## src/rtl/bram_port_arbiter_pkg.sv

```systemverilog
// Shared constants and helpers for the BRAM port arbiter.
package bram_port_arbiter_pkg;

  localparam int DEF_NREQ       = 2;
  localparam int DEF_ADDR_WIDTH = 16;
  localparam int DEF_DATA_WIDTH = 32;

  // Width of a requester index; never narrower than one bit.
  function automatic int idx_width(input int n);
    return (n <= 2) ? 1 : $clog2(n);
  endfunction

endpackage

```

## src/rtl/bram_port_arbiter_rr_arbiter.sv

```systemverilog
// Round-robin selector: picks the first asserted request at or after ptr,
// wrapping modulo NREQ. Produces a one-hot grant plus its binary index.
module rr_arbiter
  import bram_port_arbiter_pkg::*;
#(
  parameter int NREQ  = DEF_NREQ,
  parameter int IDX_W = idx_width(DEF_NREQ)
) (
  input  logic [NREQ-1:0]  req,
  input  logic [IDX_W-1:0] ptr,
  input  logic             en,
  output logic [NREQ-1:0]  gnt,
  output logic [IDX_W-1:0] gnt_idx
);

  logic [IDX_W:0]   sum;
  logic [IDX_W-1:0] cand;
  logic             found;

  // Circular priority search starting at ptr; ptr is always < NREQ so a
  // single conditional subtraction performs the wrap.
  always_comb begin
    gnt     = '0;
    gnt_idx = '0;
    found   = 1'b0;
    sum     = '0;
    cand    = '0;
    for (int k = 0; k < NREQ; k++) begin
      sum = {1'b0, ptr} + (IDX_W+1)'(k);
      if (sum >= (IDX_W+1)'(NREQ)) begin
        sum = sum - (IDX_W+1)'(NREQ);
      end
      cand = sum[IDX_W-1:0];
      if (en && !found && req[cand]) begin
        found     = 1'b1;
        gnt[cand] = 1'b1;
        gnt_idx   = cand;
      end
    end
  end

endmodule

```

## src/rtl/bram_port_arbiter.sv

```systemverilog
// Shares one synchronous BRAM port among NREQ requesters.
//
// Handshake: a request transfers on a cycle where req_valid[i] && req_ready[i];
// a response transfers where resp_valid[i] && resp_ready[i]. req_ready never
// rises without req_valid, and at most one req_ready bit is high per cycle.
// A single response slot (pend/pend_id) tracks the one outstanding access;
// a new access may issue only when that slot is empty or draining this cycle,
// which keeps responses in grant order and lets mem_rdata feed resp_rdata
// directly (the BRAM holds its output while mem_en is low).
module bram_port_arbiter
  import bram_port_arbiter_pkg::*;
#(
  parameter int NREQ       = DEF_NREQ,
  parameter int ADDR_WIDTH = DEF_ADDR_WIDTH,
  parameter int DATA_WIDTH = DEF_DATA_WIDTH
) (
  input  logic                           clk,
  input  logic                           rstn,
  input  logic [NREQ-1:0]                req_valid,
  output logic [NREQ-1:0]                req_ready,
  input  logic [NREQ*ADDR_WIDTH-1:0]     req_addr,
  input  logic [NREQ*(DATA_WIDTH/8)-1:0] req_we,
  input  logic [NREQ*DATA_WIDTH-1:0]     req_wdata,
  output logic [NREQ-1:0]                resp_valid,
  input  logic [NREQ-1:0]                resp_ready,
  output logic [DATA_WIDTH-1:0]          resp_rdata,
  output logic                           mem_en,
  output logic [DATA_WIDTH/8-1:0]        mem_we,
  output logic [ADDR_WIDTH-1:0]          mem_addr,
  output logic [DATA_WIDTH-1:0]          mem_wdata,
  input  logic [DATA_WIDTH-1:0]          mem_rdata
);

  localparam int IDX_W = idx_width(NREQ);
  localparam int BE_W  = DATA_WIDTH / 8;

  logic             pend_q, pend_d;
  logic [IDX_W-1:0] pend_id_q, pend_id_d;
  logic [IDX_W-1:0] rr_ptr_q, rr_ptr_d;

  logic             resp_fire;
  logic             issue_ok;
  logic [NREQ-1:0]  gnt;
  logic [IDX_W-1:0] gnt_idx;
  logic             any_gnt;

  // Slot is free or being consumed; gating with rstn keeps req_ready low
  // asynchronously during reset.
  always_comb begin
    resp_fire = pend_q && resp_ready[pend_id_q];
    issue_ok  = rstn && (!pend_q || resp_fire);
  end

  rr_arbiter #(
    .NREQ  (NREQ),
    .IDX_W (IDX_W)
  ) u_rr_arbiter (
    .req     (req_valid),
    .ptr     (rr_ptr_q),
    .en      (issue_ok),
    .gnt     (gnt),
    .gnt_idx (gnt_idx)
  );

  // Grant drives the BRAM port; fields are zero when nothing is granted.
  always_comb begin
    any_gnt   = |gnt;
    req_ready = gnt;
    mem_en    = any_gnt;
    mem_we    = '0;
    mem_addr  = '0;
    mem_wdata = '0;
    for (int i = 0; i < NREQ; i++) begin
      if (gnt[i]) begin
        mem_we    = req_we[i*BE_W +: BE_W];
        mem_addr  = req_addr[i*ADDR_WIDTH +: ADDR_WIDTH];
        mem_wdata = req_wdata[i*DATA_WIDTH +: DATA_WIDTH];
      end
    end
  end

  // Response side: the slot owner sees resp_valid; read data is the BRAM output.
  always_comb begin
    resp_rdata = mem_rdata;
    resp_valid = '0;
    for (int i = 0; i < NREQ; i++) begin
      resp_valid[i] = pend_q && (pend_id_q == IDX_W'(i));
    end
  end

  // Slot and pointer update: a new grant refills the slot (even while the old
  // response drains); a drain with no grant empties it.
  always_comb begin
    pend_d    = pend_q;
    pend_id_d = pend_id_q;
    rr_ptr_d  = rr_ptr_q;
    if (any_gnt) begin
      pend_d    = 1'b1;
      pend_id_d = gnt_idx;
      rr_ptr_d  = (gnt_idx == IDX_W'(NREQ-1)) ? '0 : gnt_idx + 1'b1;
    end else if (resp_fire) begin
      pend_d = 1'b0;
    end
  end

  // State registers; reset discards any outstanding response.
  always_ff @(posedge clk or negedge rstn) begin
    if (!rstn) begin
      pend_q    <= 1'b0;
      pend_id_q <= '0;
      rr_ptr_q  <= '0;
    end else begin
      pend_q    <= pend_d;
      pend_id_q <= pend_id_d;
      rr_ptr_q  <= rr_ptr_d;
    end
  end

endmodule

```

## config.mk

```make
export PLATFORM = sky130hd
export DESIGN_NAME = bram_port_arbiter
export DESIGN_NICKNAME = d
export VERILOG_FILES = /design/src/rtl/bram_port_arbiter_pkg.sv /design/src/rtl/bram_port_arbiter_rr_arbiter.sv /design/src/rtl/bram_port_arbiter.sv
export SDC_FILE = /design/constraint.sdc
export NUM_CORES = 1
export LEC_CHECK = 0
export CORE_AREA = 3 3 88 90
export CTS_CLUSTER_DIAMETER = 120
export DETAILED_ROUTE_END_ITERATION = 10
export DIE_AREA = 0 0 91 93
export GPL_TIMING_DRIVEN = 0
export HOLD_SLACK_MARGIN = 0.05
export PLACE_DENSITY = 0.7
export RECOVER_POWER = 50
export SLEW_MARGIN = 30
export SYNTH_ARGS = -nofsm -noshare
export SYNTH_HDL_FRONTEND = slang
export SYNTH_SLANG_ARGS = --single-unit
```

## constraint.sdc

```tcl
create_clock -name clk -period 3.8 [get_ports clk]
set_input_delay 0.76 -clock clk [delete_from_list [all_inputs] [get_ports clk]]
set_output_delay 0.76 -clock clk [all_outputs]
set_load 0.02 [all_outputs]
```

# --- After elaboration in Yosys (flattened, before gate mapping) ---
# Cells that the tools add are included.
totals:
  register_bits: 3
  inputBits: 142
  output_inout_bits: 89
  wordCells: 56
op_classes:
  addsub: 4
  n_lt_le_gt_ge: 7
  mux: 26
  n_bitwise: 2
  n_reduce_logical: 14
ops:
  columns: ["op", "count"]
  rows:
  - ["32-bit two-way mux", 2]
  - ["16-bit two-way mux", 2]
  - ["1-bit two-way mux", 16]
  - ["1-bit logical AND", 9]
  - ["4-bit two-way mux", 2]
  - ["1-bit by 2-bit < comparator with 1-bit output, second input constant", 3]
  - ["2-bit two-way mux", 2]
  - ["1-bit by 1-bit adder with 2-bit output, second input constant", 1]
  - ["1-bit demux with 1-bit select", 2]
  - ["1-bit >= comparator, second input constant", 2]
  - ["1-bit by 2-bit >= comparator with 1-bit output, second input constant", 1]
  - ["2-bit >= comparator, second input constant", 1]
  - ["1-bit zero test", 2]
  - ["2-bit OR", 1]
  - ["2-bit nonzero test", 1]
  - ["2-bit OR reduction", 1]
  - ["1-bit subtractor, second input constant", 2]
  - ["1-bit adder, second input constant", 1]
  - ["1-bit logical OR", 1]
  - ["1-bit inverter", 1]

# --- Longest topological paths before layout ---
# Gate-level depths: netlist (run 1).
logic_depth:
  word_depth: 13
  mapped_depth: 5
  depth_no_buf: 3

# --- By module ---
# From an unflattened synthesis (run 1), not the netlist that was laid out.
unflattened:
  cells_unflattened: 120
  hier_area_um2: 1071.0
by_module_without_submodules:
  columns: ["module", "instances", "cells_per_inst", "area_per_inst_um2", "seq_area_each_um2"]
  rows:
  - ["bram_port_arbiter", 1, 114, 1044.8, 75.1]
  - ["rr_arbiter", 1, 6, 26.3, 0.0]

# --- Least setup slack after synthesis (run 1) ---
# Ideal clock, no wire load.
synth_path:
  path_kind: "input-to-output"
  from: "in req_valid[1]"
  to: "out mem_addr[10]"
  arrival_time_ns: 1.619
  t_required_ns: 3.040
  slack_ns: 1.421
  cell_stages: 4
  n_path_buf: 2
  path_cell_list: "buf_2 buf_1 a32oi_1 nor2_1"
synth_between:
  elab_chain_len: 10
  word_cells_on_any_way: 14
  classes_between: "9 x mux; 1 x bitwise; 4 x reduce/logical"
synth_lines:
  columns: ["item", "line", "text"]
  rows:
  - ["start: declaration", "bram_port_arbiter.sv:19", "input logic [NREQ-1:0] req_valid,"]
  - ["1-bit two-way mux (implied by the code) (2 in series)", "bram_port_arbiter_rr_arbiter.sv:34", "if (en && !found && req[cand]) begin"]
  - ["1-bit logical AND", "bram_port_arbiter_rr_arbiter.sv:34", null]
  - ["1-bit two-way mux", "bram_port_arbiter_rr_arbiter.sv:34", null]
  - ["1-bit zero test", "bram_port_arbiter_rr_arbiter.sv:34", null]
  - ["1-bit logical AND (2 in series)", "bram_port_arbiter_rr_arbiter.sv:34", null]
  - ["2-bit two-way mux *", "bram_port_arbiter_rr_arbiter.sv:34", null]
  - ["16-bit two-way mux", "bram_port_arbiter.sv:74", "if (gnt[i]) begin"]
  - ["16-bit two-way mux *", "bram_port_arbiter.sv:74", null]
  - ["end: declaration", "bram_port_arbiter.sv:29", "output logic [ADDR_WIDTH-1:0] mem_addr,"]
# Every way passes the cells marked *; elsewhere a longest branch is shown, timed or not. The select of a mux whose other input is x is not followed.

# --- Final worst setup path (run 1) ---
layout_path:
  from: "in resp_ready[0]"
  to: "out mem_wdata[21]"
layout_between:
  elab_chain_len: 13
  word_cells_on_any_way: 15
  classes_between: "7 x mux; 1 x bitwise; 7 x reduce/logical"
layout_lines:
  columns: ["item", "line", "text"]
  rows:
  - ["start: declaration", "bram_port_arbiter.sv:25", "input logic [NREQ-1:0] resp_ready,"]
  - ["1-bit two-way mux (implied by the code) * (2 in series)", "bram_port_arbiter.sv:50", "resp_fire = pend_q && resp_ready[pend_id_q];"]
  - ["1-bit logical AND *", "bram_port_arbiter.sv:50", null]
  - ["1-bit logical OR *", "bram_port_arbiter.sv:51", "issue_ok = rstn && (!pend_q || resp_fire);"]
  - ["1-bit logical AND *", "bram_port_arbiter.sv:51", null]
  - ["1-bit logical AND", "bram_port_arbiter_rr_arbiter.sv:34", null]
  - ["1-bit two-way mux", "bram_port_arbiter_rr_arbiter.sv:34", null]
  - ["1-bit zero test", "bram_port_arbiter_rr_arbiter.sv:34", null]
  - ["1-bit logical AND (2 in series)", "bram_port_arbiter_rr_arbiter.sv:34", null]
  - ["2-bit two-way mux *", "bram_port_arbiter_rr_arbiter.sv:34", null]
  - ["32-bit two-way mux", "bram_port_arbiter.sv:74", null]
  - ["32-bit two-way mux *", "bram_port_arbiter.sv:74", null]
  - ["end: declaration", "bram_port_arbiter.sv:30", "output logic [DATA_WIDTH-1:0] mem_wdata,"]
# Marked as above.

==> results of run 1 <==
-- power by group through the flow --
stage               Combinational [µW]  Clock [µW]  Sequential, µW
floorplan                          430           0            55.8
global route                       860         100            60.4
CTS                                824        95.0            59.7
detailed placement                 820           0            60.2
finish                             801        93.9            59.4
global placement                   816           0            58.1
-- worst max-delay path, stage by stage --
cell	delay (ns)
clkdlybuf4s50_1	0.40
mux2_4	0.29
o21ai_0	0.41
buf_6	0.22
buf_6	0.15
nor2_1	0.06
clkdlybuf4s50_1	0.54
-- metal layers --
| metal | share of wire | wire length [µm] | vias to the layer above |
|---|---|---|---|
| met1 | 0.40 | 2790 | 961 |
| met2 | 0.50 | 3530 | 129 |
| met4 | 0.011 | 77 | 0 |
| met3 | 0.088 | 617 | 8 |
| li1 | - | - | 1059 |
| met5 | 0 | 0 | - |
-- synth_stat cells --
| cell type | count |
|---|---|
| nor2_1 | 57 |
| a32oi_1 | 52 |
| buf_4 | 32 |
| buf_2 | 14 |
| buf_6 | 4 |
| buf_1 | 3 |
| dfrtp_1 | 3 |
| inv_1 | 3 |
| o22ai_1 | 3 |
| clkbuf_1 | 2 |
| o211a_1 | 2 |
| a21boi_2 | 1 |
| mux2_4 | 1 |
| nand2_1 | 1 |
| nand2b_1 | 1 |
| o21ai_2 | 1 |
-- logic make-up (layout without fill, tap and decap cells) --
logic type	count (synthesis)	count (layout)	share of synthesized area
simple gates	59	59	0.185
mux	1	1	0.0124
buf+inv	58	260	0.318
compound gates	59	59	0.424
flops	3	3	0.0619
-- cell type report --
cell class | count | share of cell area
buffer | 55 | 0.111
clock buffer | 4 | 0.0134
sequential | 3 | 0.0223
multi-input combinational | 119 | 0.223
inverter | 3 | 0.00335
timing repair buffer | 198 | 0.590
tap | 99 | 0.0369
-- registers in the layout, summed over array words and instances (netlist names) --
register and flops:
pend_id_q 1, rr_ptr_q 1, pend_q 1
-- metrics by stage --
stage | cell area, µm² | hold slack, ns | util | total power [µW]
after global placement | 3320 | 0.543 | 0.465 | 874
final | 3360 | 0.563 | 0.471 | 954
after CTS | 3360 | 0.566 | 0.471 | 979
after global routing | 3360 | 0.576 | 0.471 | 1020
after detailed placement | 3320 | 0.560 | 0.465 | 880
after floorplan | 1210 | 0.464 | - | 486
-- final timing paths --
kind	from	to	slack [ns]	cells after the start
setup / recovery	resp_ready[0]	mem_wdata[21]	0.20	7
hold / removal	rr_ptr_q	rr_ptr_q	0.56	2
setup reg to reg	pend_id_q	pend_q	2.21	4
hold reg to reg	rr_ptr_q	rr_ptr_q	0.56	2
max in group asynchronous	rstn	pend_q	2.77	1
min in group asynchronous	rstn	pend_id_q	0.84	1
==> run_results.csv, run 1 <==
group,metric,value,unit
global_routing,grt.met3_usage,0.0402,
power,switching_share_of_total_power,0.456,
global_routing,grt_busiest_layer,"met2",
setup_path,worstSetupStartpointType,"input port",
detailed_routing,routed-via-count,2157,
floorplanning,pin_count,231,
power,p_leak,0.00129,µW
clocking,cts.hold.buffers_added,0,
finish,area_growth,177,%
clocking,cts_sinks,3,
finish,multi_input_area,749,µm²
timing,slew-limit-headroom,0.675,
clocking,max-clock-path-buffers,2,
floorplanning,die-width,91,µm
floorplanning,num_rows,31,
logic_synthesis,synthTopCellsByArea,"a32oi_1 (38%), buf_4 (20%), nor2_1 (18%), dfrtp_1 (6.2%), buf_2 (5.8%)",
timing,maxClockFrequency,278,MHz
timing,final_max_slew_viol_count,0,
global_routing,groute.layer.met1.usage,0.174,
detailed_routing,detail-route-antenna-nets,0,
global_routing,wire_length_of_the_first_global_routing_pass,10800,µm
power,p_comb_frac,0.839,
power,power.internal,519,µW
timing,post-route-min-period,3.60,ns
power,seq_power_share,0.062,
floorplanning,die-height,93,µm
clocking,tritoncts,"built",
finish,layout_common_cells,"clkdlybuf4s50_1 (161), nor2_1 (57), a32oi_1 (52), dlygate4sd3_1 (37), buf_4 (32)",
floorplanning,core_region_area,7140,µm²
outcome,status,"finished clean",
timing,final-hold-violation-count,0,
global_routing,grt_max_degree,11,
clocking,post-cts-setup-buffer-count,0,
clocking,cts-htree-levels,1,
power,power_frac_clock,0.098,
logic_synthesis,gate_count_of_the_mapped_netlist,180,
flow_run,max_cap_viol_count,0,
detailed_routing,avgViaCountPerCell,4.48,
setup_path,timing.setup.critical_path_class,"in -> out",
logic_synthesis,netlist-cell-type-count,16,
finish,layout.nets,525,
floorplanning,starting_utilization_of_the_core_area,0.170,
setup_path,cp_data_arrival_time,2.84,ns
timing,tns,0,ns
clocking,clock_insertion_delay_worst_skew,0.22,ns
logic_synthesis,netlist.area_leader.share,0.375,
finish,register_area,75.1,µm²
logic_synthesis,postSynthAreaPerCell,6.74,µm²
logic_synthesis,syn-num-nets,322,
logic_synthesis,synth-seq-cells,3,
placement,gpl.final_weighted_congestion,0.758,
placement,cell_count_after_placement,477,
timing,rsz_0062_raised_after_global_routing,"false",
logic_synthesis,netlist_area,1210,µm²
detailed_routing,drt_first_iter_violations,49,
timing,worst_slack,0.202,ns
timing,post-route-period-util,0.947,
detailed_routing,wirelength,7010,µm
finish,n_fill_cell,739,
clocking,cts-buffers-inserted,3,
timing,fin_skew,0.00506,ns
global_routing,groute.layer.met2.usage,0.273,
placement,port-buffer-count,198,
power,power.ir.vdd_worst,0.000211,V
detailed_routing,drt_pre_antenna_iters,4,
global_routing,number_of_antenna_violations_at_the_first_check_in_global_routing,0,
logic_synthesis,yosysSeqAreaShare,0.0619,
finish,layout.cells.most_common,"clkdlybuf4s50_1",
global_routing,overflow,0,
global_routing,first_global_vias,2275,
floorplanning,fp.dieArea,8460,µm²
detailed_routing,drt_drc_violations_left,0,
setup_path,path_max_fanout,10,
setup_path,cp_data_required_time,3.04,ns
logic_synthesis,yosysTopAreaCell,"a32oi_1",
logic_synthesis,synth-warning-count,0,
finish,final-instance-count-excl-fill,481,
finish,diodes,0,
min_path,worstHoldPathType,"reg -> reg",
setup_path,end_kind,"output pin",
placement,dp_hpwl,5910,µm
power,power_per_cell_area,284,nW/µm²
detailed_routing,wl_per_cell,14.6,µm
clocking,clk_transition_reported_paths,0.03,ns
global_routing,grt_usage,0.150,
clocking,clock_root_cell,"clkbuf_8",
placement,dp_worst_setup_slack,0.181,ns
finish,drive_gt1_frac,0.144,
timing,worst-slew-pin-transition,0.482,ns
power,netSwitchingPower,435,µW
clocking,post_cts_resized,0,
timing,timing.final.setup_violations,0,
(Power assumes the default switching activity.)
==> inputs of run 2 (changes only) <==
Settings changed: SETUP_SLACK_MARGIN set to 0.3.
==> run_results.csv, run 2 (synthesis results as in run 1) <==
group,metric,value,unit
clocking,clock_root_cell,"clkbuf_8",
power,p_leak,0.00135,µW
detailed_routing,drt_first_iter_violations,54,
finish,top_regs,"pend_id_q x1, pend_q x1, rr_ptr_q x1",
setup_path,cp_data_arrival_time,2.69,ns
power,power,962,µW
setup_path,cp_slowest_stage_delay,0.61,ns
global_routing,grt_usage,0.150,
floorplanning,die-width,91,µm
finish,drive_gt1_frac,0.162,
detailed_routing,drt_drc_violations_left,0,
detailed_routing,detail-route-antenna-nets,0,
setup_path,worstSetupStartpointType,"input port",
setup_path,crit_path_frequent_cell,"clkdlybuf4s50_1",
detailed_routing,wl_per_cell,14.5,µm
outcome,status,"finished clean",
finish,area_growth,179,%
setup_path,worst_r2r_startpoint,"pend_id_q",
timing,tns,0,ns
clocking,clk_transition_reported_paths,0.03,ns
clocking,max-clock-path-buffers,2,
placement,dpl-instance-area,3320,µm²
finish,layout.cells.most_common,"clkdlybuf4s50_1",
clocking,clock_insertion_delay_worst_skew,0.22,ns
placement,port-buffer-count,198,
timing,rsz_0062_raised_after_global_routing,"true",
finish,register_area,75.1,µm²
finish,n_fill_cell,730,
min_path,min_path_cells,2,
detailed_routing,drt_pre_antenna_iters,4,
timing,post-route-period-util,0.907,
finish,multi_input_area,761,µm²
global_routing,overflow,0,
placement,gpl.final_weighted_congestion,0.758,
finish,layout.nets,526,
setup_path,critPathLaunch,"req_valid[0]",
detailed_routing,routed-via-count,2170,
finish,postLayoutCellArea,3390,µm²
timing,timing.final.setup_violations,0,
min_path,min_from,"rr_ptr_q",
global_routing,first_global_vias,2272,
global_routing,number_of_antenna_violations_at_the_first_check_in_global_routing,0,
setup_path,cp_data_required_time,3.04,ns
setup_path,cpMaxStageDelayCell,"clkdlybuf4s50_1",
finish,diodes,0,
clocking,cts-htree-levels,1,
detailed_routing,avgViaCountPerCell,4.50,
setup_path,worst_path_buffer_plus_inverter_count,3,
setup_path,rr_worst_depth,4,
flow_run,max_cap_viol_count,0,
timing,slew-limit-headroom,0.808,
timing,final-hold-violation-count,0,
setup_path,timing.setup.critical_path_class,"in -> out",
power,power.ir.vdd_worst,0.000209,V
setup_path,cp_top_family,"buffers and inverters",
timing,post-route-min-period,3.45,ns
setup_path,end_kind,"output pin",
global_routing,grt_max_degree,11,
setup_path,critical_path_depth,6,
power,power_per_cell_area,284,nW/µm²
finish,layout_common_cells,"clkdlybuf4s50_1 (156), nor2_1 (57), a32oi_1 (52), dlygate4sd3_1 (39), buf_4 (33)",
floorplanning,fp.dieArea,8460,µm²
placement,cell_count_after_placement,477,
setup_path,path_max_fanout,10,
clocking,tritoncts,"built",
setup_path,crit_path_cell_trace,"clkdlybuf4s50_1 > a21boi_4 > buf_2 > a32oi_1 > nor2_1 > clkdlybuf4s50_1",
timing,final_max_slew_viol_count,0,
timing,fin_skew,0.00302,ns
clocking,cts_sinks,3,
placement,dp_hpwl,5910,µm
floorplanning,core_region_area,7140,µm²
detailed_routing,wirelength,6990,µm
floorplanning,num_rows,31,
clocking,cts-buffers-inserted,3,
timing,worst-slew-pin-transition,0.290,ns
timing,maxClockFrequency,290,MHz
floorplanning,pin_count,231,
global_routing,wire_length_of_the_first_global_routing_pass,10800,µm
floorplanning,die-height,93,µm
finish,final-instance-count-excl-fill,482,
min_path,worstHoldPathType,"reg -> reg",
floorplanning,starting_utilization_of_the_core_area,0.170,
-- run 2: cell types whose count changed in the layout (fill, tap and decap cells not counted), moves of 2 or more --
cell	delta
buf_1	-2
clkbuf_4	+3
dlygate4sd3_1	+2
buf_2	+2
clkbuf_1	-2
clkdlybuf4s50_1	-5
dlymetal6s2s_1	+2
-- run 2: per-layer routing --
| layer | share of wire | global-route usage |
|---|---|---|
| met1 | 0.39 | 0.172 |
| met2 | 0.51 | 0.277 |
| met3 | 0.091 | 0.0402 |
| met4 | 0.011 | 0.0377 |
| met5 | 0 | 0 |
-- run 2: cell type report --
type / count / area share
repair buffers: 199 / 0.586
clock buffers: 4 / 0.0133
inverters: 3 / 0.00332
plain buffers: 55 / 0.114
well taps: 99 / 0.0365
flip-flops and latches: 3 / 0.0221
multi-input cells: 119 / 0.224
-- run 2: worst paths after layout --
kind,to,slack (ns)
worst max-delay path,mem_we[2],0.35
worst max register to register,pend_q,2.44
worst min-delay path,rr_ptr_q,0.59
min in group asynchronous,pend_id_q,0.85
worst min register to register,rr_ptr_q,0.59
max in group asynchronous,pend_q,2.74
-- run 2: tightest hold or removal path, cell delays in order, from the launching register on --
cell and delay (ns):
dfrtp_1 0.42, inv_1 0.07, o22ai_1 0.06
-- run 2: repair_timing --
item | in CTS | in global routing
gates resized for setup | 6 | 7
hold buffers | 0 | 0
cloned | 0 | 0
hold endpoints to repair | 0 | 0
endpoints found under the setup margin | 51 | 43
buffers inserted | 0 | 1
-- run 2: per-stage QoR --
step / hold WS (ns) / utilization / worst slack (ns)
finish: 0.595 / 0.475 / 0.352
floorplan: 0.464 / - / 1.42
CTS: 0.591 / 0.473 / 0.301
global route: 0.604 / 0.475 / 0.246
global placement: 0.543 / 0.465 / 0.188
detailed placement: 0.560 / 0.465 / 0.181
-- run 2: report_power, final --
part	internal, µW	leakage [µW]	total [µW]	switching [µW]
registers	46.6	0.0000357	61.8	15.2
clock network	71.6	0.0000228	92.9	21.3
logic	404	0.00130	807	403
==> inputs of run 3 (changes only) <==
Settings changed: MAX_ROUTING_LAYER set to met4.
==> run_results.csv, run 3 (synthesis results as in run 1) <==
group,metric,value,unit
clocking,max-clock-path-buffers,2,
timing,final-hold-violation-count,0,
detailed_routing,wl_per_cell,14.5,µm
placement,dp_worst_setup_slack,0.181,ns
detailed_routing,drt_first_iter_violations,54,
clocking,tritoncts,"built",
global_routing,grt_max_degree,11,
floorplanning,die-height,93,µm
clocking,clock_insertion_delay_worst_skew,0.22,ns
timing,tns,0,ns
floorplanning,pin_count,231,
clocking,cts-buffers-inserted,3,
setup_path,timing.setup.critical_path_class,"in -> out",
min_path,worstHoldPathType,"reg -> reg",
timing,worst-slew-pin-transition,0.290,ns
finish,layout_common_cells,"clkdlybuf4s50_1 (156), nor2_1 (57), a32oi_1 (52), dlygate4sd3_1 (39), buf_4 (33)",
timing,rsz_0062_raised_after_global_routing,"true",
placement,dp_hpwl,5910,µm
clocking,cts_sinks,3,
floorplanning,die-width,91,µm
finish,layout.cells.most_common,"clkdlybuf4s50_1",
outcome,status,"finished clean",
detailed_routing,routed-via-count,2171,
timing,timing.final.setup_violations,0,
finish,layout.nets,526,
setup_path,crit_path_frequent_cell,"clkdlybuf4s50_1",
detailed_routing,wirelength,7000,µm
detailed_routing,detail-route-antenna-nets,0,
power,power.ir.vdd_worst,0.000209,V
clocking,clk_transition_reported_paths,0.03,ns
placement,gpl.final_weighted_congestion,0.768,
global_routing,number_of_antenna_violations_at_the_first_check_in_global_routing,0,
floorplanning,starting_utilization_of_the_core_area,0.170,
setup_path,end_kind,"output pin",
detailed_routing,drt_pre_antenna_iters,4,
placement,port-buffer-count,198,
setup_path,cp_data_arrival_time,2.69,ns
global_routing,grt_usage,0.155,
global_routing,overflow,0,
timing,post-route-period-util,0.907,
setup_path,cp_slowest_stage_delay,0.61,ns
setup_path,worstSetupStartpointType,"input port",
setup_path,path_max_fanout,10,
timing,worst_slack,0.354,ns
floorplanning,num_rows,31,
min_path,min_from,"rr_ptr_q",
power,power_per_cell_area,284,nW/µm²
finish,n_fill_cell,730,
detailed_routing,drt_drc_violations_left,0,
timing,fin_skew,0.00302,ns
clocking,cts-htree-levels,1,
floorplanning,core_region_area,7140,µm²
setup_path,crit_path_cell_trace,"clkdlybuf4s50_1 > a21boi_4 > buf_2 > a32oi_1 > nor2_1 > clkdlybuf4s50_1",
detailed_routing,avgViaCountPerCell,4.50,
finish,area_growth,179,%
finish,final-instance-count-excl-fill,482,
clocking,clock_root_cell,"clkbuf_8",
setup_path,critPathLaunch,"req_valid[0]",
timing,final_max_slew_viol_count,0,
placement,cell_count_after_placement,477,
finish,drive_gt1_frac,0.162,
setup_path,cp_data_required_time,3.04,ns
finish,top_regs,"pend_id_q x1, pend_q x1, rr_ptr_q x1",
floorplanning,fp.dieArea,8460,µm²
timing,slew-limit-headroom,0.808,
global_routing,wire_length_of_the_first_global_routing_pass,10800,µm
power,p_leak,0.00135,µW
flow_run,max_cap_viol_count,0,
timing,post-route-min-period,3.45,ns
finish,diodes,0,
setup_path,cpMaxStageDelayCell,"clkdlybuf4s50_1",
timing,maxClockFrequency,290,MHz
global_routing,first_global_vias,2272,
setup_path,worst_r2r_startpoint,"pend_id_q",
[run 3: cell counts in the layout (fill, tap and decap cells not counted)]
Identical to the previous run, type by type.
[run 3: cell type report]
type / instances / area, µm² / area share
clock buffers: 4 / 45.0 / 0.0133
inverters: 3 / 11.3 / 0.00332
plain buffers: 55 / 388 / 0.114
flip-flops and latches: 3 / 75.1 / 0.0221
multi-input cells: 119 / 761 / 0.224
well taps: 99 / 124 / 0.0365
repair buffers: 199 / 1990 / 0.586
[run 3: final timing paths]
path	to	slack (ns)	cells past startpoint
setup / recovery	mem_we[2]	0.35	6
hold / removal	rr_ptr_q	0.59	2
setup reg to reg	pend_q	2.44	4
hold reg to reg	rr_ptr_q	0.59	2
max in group asynchronous	pend_q	2.74	1
min in group asynchronous	pend_id_q	0.85	1
[run 3: per-layer routing]
metal,share of wire,track usage,vias to the layer above
met5,0,-,-
met3,0.081,0.0330,8
met2,0.51,0.277,133
li1,-,-,1062
met1,0.40,0.176,968
met4,0.011,0.0377,0
[run 3: repair_timing]
action,CTS,global route
endpoints found under the setup margin,51,43
setup buffers,0,1
gates resized for setup,6,7
hold buffers,0,0
[run 3: critical path, delay by kind of cell]
family,cells,cell delay (ns)
compound gates,2,0.42
buf+inv,3,1.39
simple gates,1,0.11
[run 3: stage by stage]
stage               hold slack [ns]  area, µm²  utilization  total power [µW]
finish                        0.595       3390        0.475               962
global route                  0.604       3390        0.475              1030
CTS                           0.591       3380        0.473               983
detailed placement            0.560       3320        0.465               880
global placement              0.543       3320        0.465               874
floorplan                     0.464       1210            -               486
[run 3: power by group]
part	total, µW	internal [µW]	switching (µW)
logic	807	404	403
clock network	92.9	71.6	21.3
registers	61.8	46.6	15.2
total	962	522	440
